### config.mk
export PLATFORM = sky130hd
export DESIGN_NAME = fetch_unit
export DESIGN_NICKNAME = d
export VERILOG_FILES = /design/src/rtl/fetch_unit.sv
export SDC_FILE = /design/constraint.sdc
export NUM_CORES = 1
export LEC_CHECK = 0
export ABC_AREA = 0
export BUFFER_PORTS_ARGS = -buffer_cell sky130_fd_sc_hd__buf_2
export CORE_UTILIZATION = 25
export DETAILED_ROUTE_END_ITERATION = 6
export GPL_TIMING_DRIVEN = 0
export SYNTH_ARGS = -nofsm -noshare
export SYNTH_HDL_FRONTEND = slang
export SYNTH_SLANG_ARGS = --single-unit
### constraint.sdc
create_clock -name clk -period 11.8 [get_ports clk]
set_clock_uncertainty 0.15 [all_clocks]
set_input_delay 2.36 -clock clk [delete_from_list [all_inputs] [get_ports clk]]
set_output_delay 2.36 -clock clk [all_outputs]
set_load 0.02 [all_outputs]
### src/rtl/fetch_unit.sv
// rtl/fetch_unit.sv - single-outstanding instruction fetch unit (optional perf counters: FETCH_PERF_CNT_EN)
package fetch_unit_pkg;

    typedef struct packed {
        logic        valid;
        logic [63:0] pc;
        logic [31:0] raw_instr;
    } fetch_data_t;

endpackage

module fetch_unit
    import fetch_unit_pkg::*;
#(
    parameter logic [63:0] PC_RESET = 64'h0000_0000_8000_0000
) (
    input  logic        clk,
    input  logic        reset,
    output logic        ireq_valid,
    output logic [63:0] ireq_addr,
    input  logic        iresp_data_ok,
    input  logic [31:0] iresp_data,
    input  logic        stall,
    input  logic        redirect_valid,
    input  logic [63:0] redirect_pc,
    output fetch_data_t dataF,
    output logic [63:0] fetch_cnt,
    output logic [63:0] discard_cnt
);

    typedef enum logic [1:0] {
        S_FETCH   = 2'd0,
        S_HOLD    = 2'd1,
        S_DISCARD = 2'd2
    } state_t;

    state_t      state, state_n;
    logic [63:0] pc, pc_n;
    logic [63:0] req_addr, req_addr_n;
    fetch_data_t data_q, data_n;
    logic        fetch_hit;
    logic        drop_hit;

    always_ff @(posedge clk or posedge reset) begin
        if (reset) begin
            state    <= S_FETCH;
            pc       <= PC_RESET;
            req_addr <= PC_RESET;
            data_q   <= '0;
        end else begin
            state    <= state_n;
            pc       <= pc_n;
            req_addr <= req_addr_n;
            data_q   <= data_n;
        end
    end

    always_comb begin
        state_n    = state;
        pc_n       = pc;
        req_addr_n = req_addr;
        data_n     = data_q;
        fetch_hit  = 1'b0;
        drop_hit   = 1'b0;
        case (state)
            S_FETCH: begin
                if (redirect_valid) begin
                    if (iresp_data_ok) begin
                        // response and redirect coincide: drop it and refetch at the target
                        req_addr_n = redirect_pc;
                        drop_hit   = 1'b1;
                    end else begin
                        // request stays on the bus until its response drains
                        pc_n    = redirect_pc;
                        state_n = S_DISCARD;
                    end
                end else if (iresp_data_ok) begin
                    data_n.valid     = 1'b1;
                    data_n.pc        = req_addr;
                    data_n.raw_instr = iresp_data;
                    pc_n             = req_addr + 64'd4;
                    state_n          = S_HOLD;
                    fetch_hit        = 1'b1;
                end
            end
            S_HOLD: begin
                if (redirect_valid) begin
                    data_n.valid = 1'b0;
                    req_addr_n   = redirect_pc;
                    state_n      = S_FETCH;
                end else if (!stall) begin
                    data_n.valid = 1'b0;
                    req_addr_n   = pc;
                    state_n      = S_FETCH;
                end
            end
            S_DISCARD: begin
                if (iresp_data_ok) begin
                    // a redirect landing with the stale response is the newest target
                    req_addr_n = redirect_valid ? redirect_pc : pc;
                    drop_hit   = 1'b1;
                    state_n    = S_FETCH;
                end else if (redirect_valid) begin
                    pc_n = redirect_pc;
                end
            end
            default: begin
                state_n = S_FETCH;
            end
        endcase
    end

    assign ireq_valid = (state != S_HOLD);
    assign ireq_addr  = req_addr;
    assign dataF      = data_q;

`ifdef FETCH_PERF_CNT_EN
    logic [63:0] fetch_cnt_q;
    logic [63:0] discard_cnt_q;

    always_ff @(posedge clk or posedge reset) begin
        if (reset) begin
            fetch_cnt_q   <= '0;
            discard_cnt_q <= '0;
        end else begin
            if (fetch_hit) fetch_cnt_q <= fetch_cnt_q + 64'd1;
            if (drop_hit)  discard_cnt_q <= discard_cnt_q + 64'd1;
        end
    end

    assign fetch_cnt   = fetch_cnt_q;
    assign discard_cnt = discard_cnt_q;
`else
    logic unused_hits;
    assign unused_hits = fetch_hit ^ drop_hit;
    assign fetch_cnt   = '0;
    assign discard_cnt = '0;
`endif

endmodule

# Yosys cells after proc, flatten, opt, wreduce, memory -nomap -nowiden
# Index checks and enable logic that the tools add are counted.
# word_totals
reg_bits	227
latchBits	0
ram_bits	0
rom_bits	0
input_bits	101
wordCells	52
memories	0
# op_classes
add_sub_neg	1
multipliers	0
div_mod_pow	0
n_lt_le_gt_ge	0
eq_ne	11
n_shift	0
muxes	24
bitwise	1
reduce_logical	9
# ops
op	n
2-to-1 mux 64 bit	10
2-to-1 mux 97 bit	2
case mux 64 bit (3 select lines)	1
case mux 64 bit (2 select lines)	1
adder 64 x 3 -> 64 bit (second input constant)	1
2-to-1 mux 2 bit	6
AND reduction 4 bit	3
!= test 2 bit (second input constant)	5
!= test 3 bit (second input constant)	3
case mux 2 bit (3 select lines)	1
AND reduction 5 bit	1
nonzero test 2 bit	2
AND reduction 3 bit	1
nonzero test 3 bit	1
equality test 2 x 1 -> 1 bit (second input constant)	1
equality test 2 bit (second input constant)	1
logical NOT 2 bit	1
2-to-1 mux 1 bit	2
!= test 2 x 1 -> 1 bit (second input constant)	1
case mux 1 bit (2 select lines)	1
inverter 1 bit	1

# Depth between registers and ports, before layout
# depth
ltp_word	4
depth_mapped	10
mapped_depth_nobuf	8

# Worst setup path after synthesis
# OpenSTA, ideal clock, no wires.
# synth_path
path_type	input-to-reg
start	input port iresp_data_ok
end	register pc[34]
setup_ns	0.135
arrival_ns	3.801
required_time_ns	11.515
path_slack_ns	7.714
path_stages	8
path_buffers	5
path_cell_list	clkbuf_1 -> and3b_1 -> clkbuf_1 -> nand2b_1 -> clkbuf_1 -> clkbuf_1 -> clkbuf_1 -> o21ai_0
# synth_between
elab_chain_len	2
# synth_lines
item	line_no	rtl
start, declared	21	input logic iresp_data_ok,
!= test 3 bit (no line) or != test 2 bit (tied branches)	-	
AND reduction 4 bit (no line) (*)	-	
end signal, assigned	52	pc <= pc_n;
end, declared	38	logic [63:0] pc, pc_n;
# Mark *: on every way between the ends. The rest lies on a longest branch, timed or not.
# A chain may end at the register's enable or synchronous reset.

# Worst setup path after layout
# layout_path
start	input port iresp_data_ok
end	register pc[42]
# The elaborated chain is that of the path after synthesis.

==> flow_metrics.py <==
metrics = {
    "worst_setup_path": {
        "rr_worst_depth": 9,
        "arrival_ns": 4.92,
        "criticalPathCategory": "in2reg",
        "crit_path_end": "pc[42]",
        "slowest_stage": "clkbuf_1",
        "timing.rr.start": "state[0]",
        "cp-start-kind": "primary input",
        "rrSetupSlack_ns": 8.37,
        "reg2reg_to": "pc[48]",
        "crit_family": "buffers and inverters",
        "endpoint_kind": "flop",
        "crit_chain": "clkbuf_1 > and3b_1 > clkbuf_1 > nand2b_1 > clkbuf_1 > clkbuf_1 > clkbuf_1 > o21ai_0",
        "crit_fanout": 10,
        "critical_path_cell_count": 8,
        "cpMostUsedCell": "clkbuf_1",
        "cp.required_ns": 12.06,
        "crit_path_max_incr_delay_ns": 0.58,
        "cp-startpoint": "iresp_data_ok",
        "cp.buffers_inverters": 5,
    },
    "sta": {
        "finalSetupViolCount": 0,
        "timing.final.crit_share": 0.395,
        "relSlewSlack": 0.334,
        "slew_violations": 0,
        "rsz0062_at_grt": "no",
        "hold_viol_final": 0,
        "tightest_slew_ns": 0.992,
        "max_freq_mhz": 215,
        "fin_crit_ns": 4.66,
    },
    "global_route": {
        "grt_start_max_net_pins": 103,
        "antenna_found_initial": 7,
        "met2_usage": 0.257,
        "grt_pass1_vias": 9330,
        "grt_util_all_layers": 0.157,
        "overflow": 0,
        "busiest_layer": "met2",
        "grt_pass1_wl_mm": 57.5,
        "grt.met1_usage": 0.207,
        "grtUsageMet3": 0.0354,
    },
    "pwr": {
        "cellLeakagePower_nw": 7.35,
        "ir_worst_vdd_mv": 0.158,
        "power.density_nw_per_um2": 296,
    },
    "cts": {
        "clock_latency_ns": 0.56,
        "htree_levels": 1,
        "cts_hold_buf": 0,
        "cts_tree": "done",
        "post_cts_resized": 0,
        "post_cts_buffers": 0,
        "path_clk_slew_ns": 0.06,
        "cts_inserted_buffers": 29,
        "cts_num_sinks": 227,
        "cts_root_buf": "clkbuf_16",
        "clock_path_buffers": 3,
    },
    "finish": {
        "fin_util": 0.334,
        "nNetsFinal": 1649,
        "seq_area_sq_um": 5680,
        "stdcell_count": 2168,
        "multiInputGateArea_sq_um": 5270,
        "final_common_cell": "buf_2",
        "num-fill-cells": 4788,
        "final_layout_size_suffix_gt1_frac": 0.350,
        "synthToLayoutAreaGrowth_pct": 30.5,
        "layout_common_cells": "264 x buf_2, 225 x dfrtp_1, 128 x buf_4, 128 x conb_1, 111 x nor2_1",
    },
    "synth": {
        "syn_inst": 1123,
        "ys_seq_elements": 227,
        "async_reset_ff_frac": 1.00,
        "syn_avg_cell_area_sq_um": 10.4,
        "synthDistinctLibCells": 53,
        "synth_flop_cell": "dfrtp_1",
        "yosysSeqAreaShare": 0.485,
        "synth_edf_count": 0,
        "yosys_warnings": 0,
        "syn_area_sq_um": 11700,
    },
    "placement": {
        "io_buffers": 261,
        "hpwlAfterDp_mm": 28.4,
        "dp.cells": 2113,
        "routabilityCongestion": 0.819,
    },
    "routing": {
        "detail-route-antenna-nets": 0,
        "drtPass1Iterations": 5,
        "drt-wirelength-per-cell_um": 17.9,
        "drc": 0,
        "drtIter0Drc": 542,
        "avgViaCountPerCell": 4.52,
        "drt-total-wl_mm": 38.7,
        "via_count": 9807,
    },
    "floorplanning": {
        "start_util": 0.256,
        "io_pins": 391,
        "core_sq_um": 45800,
        "dieArea_sq_um": 47800,
        "die_w_um": 219,
        "std_cell_rows": 78,
        "fp.dieH_um": 219,
    },
    "min_path": {
        "min_path_type": "reg2reg",
        "holdCritStartpoint": "dataF[38]",
    },
    "status": {
        "outcome": "finished clean",
    },
    "run": {
        "cap_violations": 0,
    },
}
[layout make-up]
class / instances / area share
clock inverters: 10 / 0.00858
well taps: 600 / 0.0491
clock buffers: 42 / 0.0552
plain buffers: 191 / 0.0787
multi-input cells: 820 / 0.344
repair buffers: 263 / 0.0890
diodes: 3 / 0.000491
inverters: 12 / 0.00343
flip-flops and latches: 227 / 0.371
[tightest hold or removal path, delay by kind of cell (launching register included)]
kind,cells,cell delay (ns)
compound gates,1,0.06
flops,1,0.34
simple gates,1,0.04
[cell usage after synthesis (all sizes together), types with 4 or more instances]
cell,instances,area (sq um)
a21oi,101,505
a221oi,6,52.6
a22oi,34,255
and3,25,156
and4,5,43.8
buf,139,1010
clkbuf,52,198
dfrtp,225,5630
ha,4,50.1
inv,12,45.0
mux2,89,1000
mux2i,65,651
nand2,36,143
nand2b,6,37.5
nand3,25,130
nand4,21,150
nor2,111,417
nor2b,4,25.0
nor3,10,50.1
nor4,7,95.1
o211ai,4,30.0
o21ai,57,285
xnor2,31,272
xor2,26,228
[through the flow]
| step | power (W) | hold slack (ns) | setup WS, ns | cell area [sq um] | setup TNS, ns |
|---|---|---|---|---|---|
| 6_report | 0.00453 | 0.332 | 7.14 | 15300 | 0 |
| 5_1_grt | 0.00484 | 0.357 | 6.97 | 15300 | 0 |
| 4_1_cts | 0.00459 | 0.334 | 7.18 | 15300 | 0 |
| 3_5_place_dp | 0.00365 | 0.320 | 6.59 | 14300 | 0 |
| 3_3_place_gp | 0.00359 | 0.313 | -0.0298 | 14300 | -2.14 |
| 2_1_floorplan | 0.00288 | 0.308 | 3.07 | 12200 | 0 |
[flip-flops by register name (all words and copies together) (netlist names)]
name,cells
dataF,97
ireq_addr,64
pc,64
state,2
[kinds of logic (layout without fill, tap and decap cells)]
kind of cell	Yosys count	count (layout)	share of synthesized area
buffers and inverters	203	518	0.107
xor gates and xnor gates	57	57	0.0426
adders and majority gates	4	4	0.00427
and+or+nand+nor	259	259	0.113
AOI/OAI and AO/OA	218	218	0.108
DFF	227	227	0.485
other	1	131	0.000320
muxes	154	154	0.141
[how the worst min path moves through the flow]
stage                            to  slack [ns]  depth (start not counted)
after global routing      dataF[39]        0.36                          1
after floorplan              pc[33]        0.31                          2
after global placement    dataF[83]        0.31                          2
after detailed placement  dataF[41]        0.32                          2
final                     dataF[38]        0.33                          2
after CTS                 dataF[41]        0.33                          2
[layer usage]
metal | part of all wire | vias up
met1 | 0.43 | 4820
met3 | 0.077 | 61
li1 | - | 4544
met5 | 0.0014 | -
met2 | 0.48 | 374
met4 | 0.021 | 8
[report_power, final]
group          internal, W  switching, W
Sequential         0.00118      0.000369
Combinational     0.000791       0.00128
Clock             0.000558      0.000354
(Power assumes the default switching activity.)
